File: src/rtl/nn_pkg.sv
// Shared inference-datapath definitions: scanner state encoding, the class
// index width used by the arg-max stage and the label comparator, and the
// score ordering function.
// Build option: define ARGMAX_SIGNED_EN to order scores as two's-complement
// signed values; left undefined, scores are ordered as unsigned.
package nn_pkg;

    typedef enum logic [1:0] {
        IDLE = 2'd0,
        SCAN = 2'd1,
        DONE = 2'd2
    } scan_state_t;

    // Class index width, common to the arg-max output and the label path
    localparam int CLASS_IDX_W = 8;

    // Widest score the ordering function handles; callers zero-extend into it
    localparam int SCORE_MAX_W = 32;

`ifdef ARGMAX_SIGNED_EN
    localparam bit SCORE_SIGNED = 1'b1;
`else
    localparam bit SCORE_SIGNED = 1'b0;
`endif

    // Strict a > b over scores of 'width' bits held zero-extended in the
    // low bits. Signed ordering flips the score's sign bit so that a plain
    // unsigned compare gives the two's-complement order.
    function automatic logic score_gt(
        input logic [SCORE_MAX_W-1:0] a,
        input logic [SCORE_MAX_W-1:0] b,
        input int                     width
    );
        logic [SCORE_MAX_W-1:0] bias;
        bias = SCORE_SIGNED ? (SCORE_MAX_W'(1) << (width - 1)) : '0;
        return (a ^ bias) > (b ^ bias);
    endfunction

endpackage

File: src/rtl/argmax_scanner.sv
// Sequential arg-max stage: scans NUM_CLASSES scores per frame, tracks the
// running maximum (first occurrence wins ties) and presents the winning
// class index and score, with a one-cycle out_valid pulse when a frame ends.
// Build option: ARGMAX_SIGNED_EN selects signed score ordering (see nn_pkg).
module argmax_scanner
    import nn_pkg::*;
#(
    parameter int DATA_W      = 8,
    parameter int NUM_CLASSES = 10,
    parameter int IDX_W       = CLASS_IDX_W
) (
    input  logic              clk,
    input  logic              rst,
    input  logic              start,
    input  logic              in_valid,
    output logic              in_ready,
    input  logic [DATA_W-1:0] in_data,
    output logic              busy,
    output logic              out_valid,
    output logic [IDX_W-1:0]  out_idx,
    output logic [DATA_W-1:0] out_max
);

    // One extra count bit keeps a 256-class frame from wrapping before DONE
    localparam logic [IDX_W:0] LAST_COUNT = (IDX_W+1)'(NUM_CLASSES - 1);

    scan_state_t        state;
    scan_state_t        next_state;
    logic [IDX_W:0]     count;
    logic [DATA_W-1:0]  max_reg;
    logic [IDX_W-1:0]   idx_reg;
    logic               beat_accept;
    logic               new_max;

    assign beat_accept = in_valid && in_ready;
    assign new_max     = score_gt(SCORE_MAX_W'(in_data), SCORE_MAX_W'(max_reg), DATA_W);
    assign out_idx     = idx_reg;
    assign out_max     = max_reg;

    // State register; reset aborts any frame in flight without a result pulse
    always_ff @(posedge clk or posedge rst) begin
        if (rst) begin
            state <= IDLE;
        end else begin
            state <= next_state;
        end
    end

    // Next-state and handshake/status outputs decoded from the current state
    always_comb begin
        next_state = state;
        in_ready   = 1'b0;
        busy       = 1'b0;
        out_valid  = 1'b0;
        case (state)
            IDLE: begin
                if (start) begin
                    next_state = SCAN;
                end
            end
            SCAN: begin
                in_ready = 1'b1;
                busy     = 1'b1;
                if (beat_accept && (count == LAST_COUNT)) begin
                    next_state = DONE;
                end
            end
            DONE: begin
                busy       = 1'b1;
                out_valid  = 1'b1;
                next_state = IDLE;
            end
            default: begin
                next_state = IDLE;
            end
        endcase
    end

    // Beat counter and running maximum; results hold until the next first beat
    always_ff @(posedge clk or posedge rst) begin
        if (rst) begin
            count   <= '0;
            max_reg <= '0;
            idx_reg <= '0;
        end else if ((state == IDLE) && start) begin
            count <= '0;
        end else if (beat_accept) begin
            count <= count + (IDX_W+1)'(1);
            if (count == '0) begin
                max_reg <= in_data;
                idx_reg <= '0;
            end else if (new_max) begin
                max_reg <= in_data;
                idx_reg <= count[IDX_W-1:0];
            end
        end
    end

endmodule

File: config.mk
export PLATFORM = sky130hd
export DESIGN_NAME = argmax_scanner
export DESIGN_NICKNAME = d
export VERILOG_FILES = /design/src/rtl/nn_pkg.sv /design/src/rtl/argmax_scanner.sv
export SDC_FILE = /design/constraint.sdc
export NUM_CORES = 1
export LEC_CHECK = 0
export BUFFER_PORTS_ARGS = -buffer_cell sky130_fd_sc_hd__clkbuf_2
export CAP_MARGIN = 20
export CORE_MARGIN = 5
export CORE_UTILIZATION = 57
export CTS_CLUSTER_SIZE = 16
export DETAILED_ROUTE_END_ITERATION = 12
export GPL_ROUTABILITY_DRIVEN = 0
export GPL_TIMING_DRIVEN = 0
export PLACE_DENSITY = 0.8
export RECOVER_POWER = 25
export SLEW_MARGIN = 20
export SYNTH_ARGS = -nofsm -noshare
export SYNTH_HDL_FRONTEND = slang
export SYNTH_SLANG_ARGS = --single-unit
File: constraint.sdc
create_clock -name clk -period 4.6 [get_ports clk]
set_input_delay 0.92 -clock clk [delete_from_list [all_inputs] [get_ports clk]]
set_output_delay 0.92 -clock clk [all_outputs]
set_load 0.005 [all_outputs]
==> flow_summary.json, run 1 <==
{
  "maxSlewViolCount": 0,
  "yosysUniqueCellTypes": 30,
  "p_comb_share_pct": 46.0,
  "hold_path.class": "reg -> reg",
  "period_needed_ps": 2382,
  "syn_area_mm2": 0.001478,
  "syn_avg_cell_area_um2": 10.79,
  "slew_headroom_pct": 33.47,
  "grt_pass1_wl_um": 4595,
  "dr.pass1.iters": 4,
  "worst_slack_ps": 2218,
  "synth_edf_count": 0,
  "fin_cells": 201,
  "stdcell_area_mm2": 0.001695,
  "clk_path_buf_depth": 2,
  "finalHoldViolCount": 0,
  "powerDensity_mw_per_mm2": 483.2,
  "ir_drop_mv": 0.3184,
  "drt_iter0_drc": 22,
  "grt-ovfl-total": 0,
  "synth-seq-cells": 27,
  "synthToLayoutAreaGrowth_pct": 14.73,
  "layout_commonest_cell": "clkbuf_2",
  "placed_area_mm2": 0.001665,
  "core_area_mm2": 0.002477,
  "p_leak_nw": 0.9033,
  "rsz0062_at_grt": "no",
  "pin_count": 31,
  "initial_core_util_pct": 59.65,
  "fin_nets": 199,
  "max_cap_violations": 0,
  "avgViaCountPerCell": 5.493,
  "cts_sinks": 27,
  "place_ws_ps": 1836,
  "drive_above_1_share_pct": 26.90,
  "antennaDiodeCount": 0,
  "root_buffer": "clkbuf_4",
  "p_sw_mw": 0.3090,
  "startpoint_type": "input port",
  "path_max_fanout": 10,
  "final_cell_mix": "clkbuf_2, dfrtp_1, ha_1",
  "placed_cells": 197,
  "antenna_found_initial": 0,
  "netlist_instances": 137,
  "power_switching_share_pct": 37.72,
  "synthFlopType": "dfrtp_1",
  "post_cts_buffers": 0,
  "drt_wl_total_um": 2843,
  "grtUsageTotal_pct": 16.90,
  "cts_tree": "done",
  "rows": 18,
  "die_x_um": 60.92,
  "internal_power_mw": 0.5103,
  "critPathKind": "in -> reg",
  "ys_warn_count": 0,
  "pwr-share-clk_pct": 13.2,
  "yosysSeqAreaShare_pct": 45.72,
  "async_flop_share_pct": 100.0,
  "fin_crit_sh_pct": 51.79,
  "numCtsBuffers": 3,
  "die_height_um": 60.92,
  "fin_skew_ps": 4.332,
  "grt_max_degree": 28,
  "antenna_left": 0,
  "numPortBuffers": 30,
  "cts_hold_buf": 0,
  "cp_data_required_time_ps": 4840,
  "post_cts_resized": 0,
  "cp-end-kind": "flip-flop",
  "path_clk_slew_ps": 150,
  "wl_per_cell_um": 14.14,
  "fmax_mhz": 419.8,
  "drc_errors": 0,
  "cts.htree.levels": 1,
  "clock_latency_ps": 330,
  "tns_ps": 0,
  "die_area_mm2": 0.003711,
  "vias": 1104,
  "syn_nets": 164,
  "tightest_slew_ps": 996.9,
  "arrival_ps": 2620,
  "grt_pass1_vias": 1122,
  "status": "finished, final reports clean",
  "hpwl_um": 2300,
  "power_frac_seq_pct": 40.8,
  "setup_viol": 0
}
-- cell usage after synthesis, drive strengths merged, types with 2 or more instances --
cell type / count / area [um2]
nand2: 6 / 22.52
nand4: 2 / 12.51
buf: 3 / 31.27
xor2: 5 / 43.79
nand3: 7 / 35.03
and3: 5 / 31.28
a32o: 2 / 20.02
o21ai: 3 / 15.01
inv: 14 / 52.55
mux2: 8 / 97.59
dfrtp: 27 / 675.7
a22o: 6 / 52.55
nor2b: 2 / 12.51
a21oi: 6 / 30.03
xnor2: 3 / 26.28
nor2: 13 / 48.80
ha: 15 / 187.7
-- metal layers --
metal  global-route usage, %  part of all wire (%)  vias up
li1                        -                     -      540
met1                   18.71                    42      533
met2                   30.53                    51       27
met3                   3.404                   4.9        4
met4                   8.359                   1.6        0
met5                       0                     0        -
-- cells by family after synthesis --
group / synth area share, %
multiplexers: 6.604
AND/OR/NAND/NOR: 14.06
buffers and inverters: 5.926
XOR/XNOR: 4.742
AO/OA/AOI/OAI: 10.25
adder cells (fa/ha/maj): 12.70
flip-flops: 45.72
-- through the flow --
| stage | power (mW) | utilization, % | hold WS (ps) |
|---|---|---|---|
| 6_report | 0.8192 | 68.43 | 523.9 |
| 5_1_grt | 0.8851 | 68.43 | 550.1 |
| 4_1_cts | 0.8268 | 68.43 | 529.0 |
| 3_5_place_dp | 0.7225 | 67.22 | 496.0 |
| 3_3_place_gp | 0.6916 | 67.22 | 488.9 |
| 2_1_floorplan | 0.5924 | - | 486.4 |
-- flip-flops by register name (all words and copies together), names as in the netlist --
register / flops
count: 9
out_idx: 8
out_max: 8
state: 2
-- cell type report --
type	instances	area (um2)
Buffer	4	35.03
Tap cell	30	37.54
Multi-Input combinational cell	92	714.4
Clock inverter	1	7.507
Timing Repair Buffer	30	150.1
Inverter	14	52.55
Clock buffer	3	22.52
Sequential cell	27	675.6
Fill cell	212	782.0
-- worst paths after layout --
check / start / slack (ps) / cells past startpoint / end
max: in_data[1] / 2220 / 9 / out_max[7]$_DFFE_PP0P_
max in group asynchronous: rst / 3230 / 2 / count[8]$_DFFE_PP0P_
min reg2reg: out_idx[2]$_DFFE_PP0P_ / 520 / 1 / out_idx[2]$_DFFE_PP0P_
max reg2reg: out_max[1]$_DFFE_PP0P_ / 2470 / 9 / out_max[7]$_DFFE_PP0P_
min in group asynchronous: rst / 780 / 2 / out_max[2]$_DFFE_PP0P_
min: out_idx[2]$_DFFE_PP0P_ / 520 / 1 / out_idx[2]$_DFFE_PP0P_
-- power groups by stage --
stage	Clock, mW	Combinational (mW)	Sequential [mW]
floorplan	0	0.255	0.338
global placement	0	0.356	0.335
detailed placement	0	0.382	0.340
CTS	0.108	0.384	0.335
global route	0.120	0.424	0.341
finish	0.108	0.377	0.334
-- critical path, cell delays in order --
cell and delay [ps]:
clkbuf_2 90, ha_1 310, nor2b_1 130, o211ai_1 80, a211o_1 290, a31o_1 220
buf_6 140, buf_8 140, mux2_4 290
No activity file was read; power rests on OpenSTA's default activity.
==> run 2: changes to the inputs <==
--- a/config.mk
+++ b/config.mk
@@ -5,15 +5,16 @@
 export SDC_FILE = /design/constraint.sdc
 export NUM_CORES = 1
 export LEC_CHECK = 0
+export ABC_AREA = 1
 export BUFFER_PORTS_ARGS = -buffer_cell sky130_fd_sc_hd__clkbuf_2
 export CAP_MARGIN = 20
 export CORE_MARGIN = 5
-export CORE_UTILIZATION = 57
+export CORE_UTILIZATION = 49
 export CTS_CLUSTER_SIZE = 16
 export DETAILED_ROUTE_END_ITERATION = 12
 export GPL_ROUTABILITY_DRIVEN = 0
 export GPL_TIMING_DRIVEN = 0
-export PLACE_DENSITY = 0.8
+export PLACE_DENSITY = 0.72
 export RECOVER_POWER = 25
 export SLEW_MARGIN = 20
 export SYNTH_ARGS = -nofsm -noshare
==> constraint.sdc (replaced) <==
create_clock -name clk -period 1.9 [get_ports clk]
set_input_delay 0.38 -clock clk [delete_from_list [all_inputs] [get_ports clk]]
set_output_delay 0.38 -clock clk [all_outputs]
set_load 0.005 [all_outputs]
==> flow_summary.json, run 2 <==
{
  "largest_reg_flops": 9,
  "rrSetupSlack_ps": 160,
  "synthToLayoutAreaGrowth_pct": 16.47,
  "power_switching_share_pct": 41.49,
  "cts.htree.levels": 1,
  "m1WireLength_um": 1504,
  "fin_skew_ps": 2.261,
  "synth.most_common_cell": "nand2_1",
  "finalHoldViolCount": 0,
  "period_needed_ps": 1741,
  "worst_slack_ps": 159.4,
  "cts_tree": "done",
  "grt_pass1_wl_um": 5126,
  "clock_latency_ps": 320,
  "maxSlewViolCount": 0,
  "fin_crit_sh_pct": 91.61,
  "dr_wl_met3_um": 132,
  "syn_avg_cell_area_um2": 8.156,
  "grt-ovfl-total": 0,
  "yosysSeqAreaShare_pct": 43.37,
  "drt_iter0_drc": 59,
  "status": "finished, final reports clean",
  "antenna_left": 0,
  "avgViaCountPerCell": 4.790,
  "place_ws_ps": 92.05,
  "setup_viol": 0,
  "clk_path_buf_depth": 2,
  "fin_cells": 272,
  "rsz0062_at_grt": "no",
  "synthFlopType": "dfrtp_1",
  "wl_per_cell_um": 10.80,
  "drt_wl_total_um": 2937,
  "pin_count": 31,
  "die_height_um": 66.39,
  "vias": 1303,
  "drc_errors": 0,
  "crit_slowest_cell": "dfrtp_1",
  "cp_data_required_time_ps": 2170,
  "register_area_um2": 675.6,
  "syn_nets": 218,
  "dr.pass1.iters": 4,
  "powerDensity_mw_per_mm2": 1185,
  "n_fill_cell": 301,
  "stdcell_area_mm2": 0.001814,
  "die_x_um": 66.39,
  "layout_commonest_cell": "nand2_1",
  "antenna_found_initial": 0,
  "power_frac_seq_pct": 39.8,
  "synth_common_cells": "nand2_1, dfrtp_1, inv_1",
  "yosysTopAreaCellShare_pct": 43.37,
  "fin_nets": 256,
  "path_clk_slew_ps": 140,
  "core_area_mm2": 0.003053,
  "placed_cells": 265,
  "startpoint_type": "flip-flop",
  "final_cell_mix": "nand2_1, clkbuf_2, inv_1, dfrtp_1, nand3_1",
  "p_leak_nw": 1.057,
  "synth_edf_count": 0,
  "grt_max_degree": 28,
  "p_sw_mw": 0.8921,
  "multi_input_area_um2": 752.0,
  "path_max_fanout": 10,
  "cts_sinks": 27,
  "internal_power_mw": 1.258,
  "tightest_slew_ps": 1004,
  "netlist_instances": 191,
  "worstPathCellList": "inv_1 -> ha_1 -> nand2_1 -> inv_1 -> nor2_4 -> buf_2 -> nand3_1 -> nand2_1",
  "tns_ps": 0,
  "cp-end-kind": "flip-flop",
  "arrival_ps": 2020,
  "p_comb_share_pct": 48.7,
  "initial_core_util_pct": 51.02,
  "fmax_mhz": 574.5,
  "slew_headroom_pct": 32.97,
  "rows": 20,
  "syn_area_mm2": 0.001558,
  "placed_area_mm2": 0.001763,
  "max_cap_violations": 0,
  "numPortBuffers": 30,
  "drive_above_1_share_pct": 21.49,
  "ir_drop_mv": 0.6161,
  "die_area_mm2": 0.004407,
  "hold_path.class": "in -> async",
  "synth-seq-cells": 27,
  "async_flop_share_pct": 100.0,
  "pwr-share-clk_pct": 11.5,
  "ys_warn_count": 0,
  "wl_met2_um": 1267,
  "yosysUniqueCellTypes": 24,
  "grt_pass1_vias": 1152,
  "root_buffer": "clkbuf_4",
  "total_power_mw": 2.150,
  "critPathKind": "reg -> reg",
  "maxUsedRoutingLayer": "met4",
  "synth_top_cell_by_area": "dfrtp_1",
  "synthTopCellsByArea": "dfrtp_1, nand2_1, ha_1",
  "grtUsageTotal_pct": 14.80,
  "whs_ps": 251.8,
  "antennaDiodeCount": 0,
  "hpwl_um": 2244,
  "regMostFlops": "count",
  "numCtsBuffers": 3,
  "fin_util_pct": 59.43,
  "critical-path-max-stage-delay_ps": 410
}
## run 2: cell types whose count changed in the layout (fill, tap and decap cells not counted), sizes merged, moves of 5 or more
cell,previous run,this run
a22o,6,0
and3,5,0
inv,14,28
mux2,8,0
nand2,6,61
nand3,7,21
xor2,5,0
## run 2: final timing paths
path                            cells after the start              startpoint                      to
max in group asynchronous                           2                     rst  out_max[0]$_DFFE_PP0P_
min in group clk                                    3              in_data[0]  out_max[0]$_DFFE_PP0P_
worst max register to register                      8    state[0]$_DFFE_PP0P_  out_idx[2]$_DFFE_PP0P_
worst min register to register                      2  out_idx[5]$_DFFE_PP0P_  out_idx[5]$_DFFE_PP0P_
worst min-delay path                                2                     rst    count[2]$_DFFE_PP0P_
worst max-delay path                                8    state[0]$_DFFE_PP0P_  out_idx[2]$_DFFE_PP0P_
## run 2: area by class of cell
type                       instances  area share [%]
multi-input combinational        133           41.45
inverter                          28           5.793
buffer                             3           1.517
tap                               44           3.034
clock buffer                       4           1.448
timing repair buffer              33           9.517
sequential                        27           37.24
## run 2: power by group through the flow
stage          clock [mW]  combinational [mW]  sequential, mW
2_1_floorplan           0               0.707           0.863
3_3_place_gp            0                1.02           0.861
3_5_place_dp            0                1.04           0.868
4_1_cts             0.256                1.04           0.857
5_1_grt             0.278                1.23           0.882
6_report            0.246                1.05           0.856
## run 2: worst max-delay path: cells and delay by family (launching register included)
kind,cells,cell delay (ps)
adder cells (fa/ha/maj),1,220
flip-flops,1,410
AND/OR/NAND/NOR,4,590
buffers and inverters,3,480
## run 2: cells by family after synthesis
| group | synth area share [%] |
|---|---|
| and+or+nand+nor | 30.36 |
| buffers and inverters | 8.514 |
| DFF | 43.37 |
| AOI/OAI and AO/OA | 5.704 |
| adders and majority gates | 12.05 |
## run 2: what timing repair did
action                                  in CTS  in global routing
endpoints found under the setup margin       0                 13
resized for setup                            0                  1
buffers inserted                             0                  3
hold buffers                                 0                  0
## run 2: routing by layer
metal,vias to the layer above,track usage (%)
li1,687,-
met1,585,21.31
met2,27,22.68
met3,4,2.041
met4,0,4.822
met5,-,0
==> run 3: changes to the inputs <==
==> constraint.sdc (replaced) <==
create_clock -name clk -period 1.4 [get_ports clk]
set_input_delay 0.28 -clock clk [delete_from_list [all_inputs] [get_ports clk]]
set_output_delay 0.28 -clock clk [all_outputs]
set_load 0.005 [all_outputs]
==> flow_summary.json, run 3 (same netlist as run 2, synthesis figures left out) <==
{
  "powerDensity_mw_per_mm2": 1751,
  "setup_viol": 29,
  "startpoint_type": "flip-flop",
  "numPortBuffers": 30,
  "placed_area_mm2": 0.001773,
  "worstRegToRegCells": 14,
  "avgViaCountPerCell": 4.903,
  "core_area_mm2": 0.003053,
  "cts_hold_buf": 0,
  "finalHoldViolCount": 0,
  "antenna_left": 0,
  "violations": "setup timing",
  "die_x_um": 66.39,
  "root_buffer": "clkbuf_4",
  "synthToLayoutAreaGrowth_pct": 45.30,
  "wl_met2_um": 2004,
  "n_fill_cell": 237,
  "r2r_end": "out_idx[6]$_DFFE_PP0P_",
  "cp-end-kind": "flip-flop",
  "tightest_slew_ps": 1001,
  "rr_startpoint": "out_max[1]$_DFFE_PP0P_",
  "path_clk_slew_ps": 150,
  "hold_path.class": "in -> async",
  "wl_per_cell_um": 13.18,
  "final_cell_mix": "nand2_1, clkbuf_2, dfrtp_1",
  "p_leak_nw": 1.243,
  "cts.htree.levels": 1,
  "register_area_um2": 676.9,
  "worst_slack_ps": -248.3,
  "antenna_found_initial": 0,
  "dr.pass1.iters": 4,
  "multi_input_area_um2": 948.4,
  "die_height_um": 66.39,
  "pin_count": 31,
  "antennaDiodeCount": 0,
  "status": "complete, but fails checks",
  "largest_reg_flops": 9,
  "cts_sinks": 27,
  "ir_drop_mv": 1.257,
  "path_max_fanout": 8,
  "rrSetupSlack_ps": -250,
  "drt_wl_total_um": 3928,
  "drt_iter0_drc": 97,
  "clock_latency_ps": 340,
  "cts_tree": "done",
  "period_needed_ps": 1648,
  "grtUsageTotal_pct": 18.88,
  "grt_max_degree": 28,
  "cp_data_required_time_ps": 1650,
  "grt_pass1_wl_um": 6417,
  "grt_pass1_vias": 1465,
  "fin_util_pct": 74.14,
  "stdcell_area_mm2": 0.002263,
  "fin_nets": 282,
  "die_area_mm2": 0.004407,
  "arrival_ps": 1900,
  "fin_skew_ps": 7.190,
  "grt-ovfl-total": 0,
  "m1WireLength_um": 1724,
  "rows": 20,
  "drive_above_1_share_pct": 45.67,
  "max_cap_violations": 0,
  "fin_crit_sh_pct": 117.7,
  "hpwl_um": 2330,
  "rsz0062_at_grt": "yes",
  "maxUsedRoutingLayer": "met4",
  "fmax_mhz": 606.7,
  "numCtsBuffers": 3,
  "critPathKind": "reg -> reg",
  "maxSlewViolCount": 0,
  "slew_headroom_pct": 33.22,
  "regMostFlops": "count",
  "drc_errors": 0,
  "initial_core_util_pct": 51.02,
  "vias": 1461,
  "layout_commonest_cell": "nand2_1",
  "dr_wl_met3_um": 127,
  "clk_path_buf_depth": 2
}
run 3: changes by cell type in the layout (fill, tap and decap cells not counted), sizes merged:
cell / previous run / this run
buf: 6 / 34
clkinvlp: 0 / 1
clkbuf: 34 / 31
run 3: area by class of cell:
class                   count  share of cell area, %
multi-input cells         133                  41.90
plain buffers               3                  1.493
well taps                  44                  2.432
repair buffers             59                  18.19
flip-flops and latches     27                  29.91
clock buffers               3                 0.9950
clock inverters             1                 0.3317
inverters                  28                  4.754
run 3: report_power, final:
group	leakage (nW)	switching, mW	internal, mW
clock network	0.0139	0.247	0.110
logic	0.870	1.20	1.22
registers	0.359	0.182	1.00
run 3: what timing repair did:
item / in CTS / in global routing
endpoints found under the setup margin: 28 / 29
pin swaps: 12 / 14
cloned: 1 / 0
resized for setup: 32 / 31
setup buffers: 22 / 7
run 3: worst max path at each step:
stage          depth (start not counted)                   start  slack (ps)                      to
4_1_cts                               14  out_max[3]$_DFFE_PP0P_        -180  out_idx[6]$_DFFE_PP0P_
2_1_floorplan                         14  out_max[3]$_DFFE_PP0P_        -140  out_max[0]$_DFFE_PP0P_
6_report                              14  out_max[1]$_DFFE_PP0P_        -250  out_idx[6]$_DFFE_PP0P_
3_5_place_dp                           8    state[0]$_DFFE_PP0P_        -400  out_idx[1]$_DFFE_PP0P_
3_3_place_gp                           8    state[0]$_DFFE_PP0P_        -410  out_idx[3]$_DFFE_PP0P_
5_1_grt                                8    state[1]$_DFFE_PP0P_        -350    state[1]$_DFFE_PP0P_
run 3: per-layer routing:
metal / vias to the layer above / GRT usage (%)
met4: 0 / 6.091
li1: 732 / -
met2: 27 / 33.95
met3: 7 / 3.741
met5: - / 0
met1: 695 / 22.22
run 3: worst max-delay path, stage by stage, from the launching register on:
cell     delay [ps]
dfrtp_1         390
inv_2            50
ha_4            260
nand2_2          50
nand2_1          50
nand2_1          50
nand2_1          50
nand2_1          50
nand2_1          70
nand2_2          70
nand2_4         120
nand2_8          90
buf_6           150
nand2_2          60
nand2_2          50
run 3: per-stage QoR:
step                      std cells  total power, mW  setup TNS [ps]  hold slack (ps)  setup slack, ps
after floorplan                 191            2.142           -1804            332.7           -137.2
after detailed placement        265            2.593           -7406            461.5           -402.3
final                           298            3.963           -5376            135.3           -248.3
after CTS                       292            3.514           -3850            171.5           -177.5
after global placement          265            2.561           -7301            454.3           -408.9
after global routing            298            4.298           -7662            179.2           -347.2
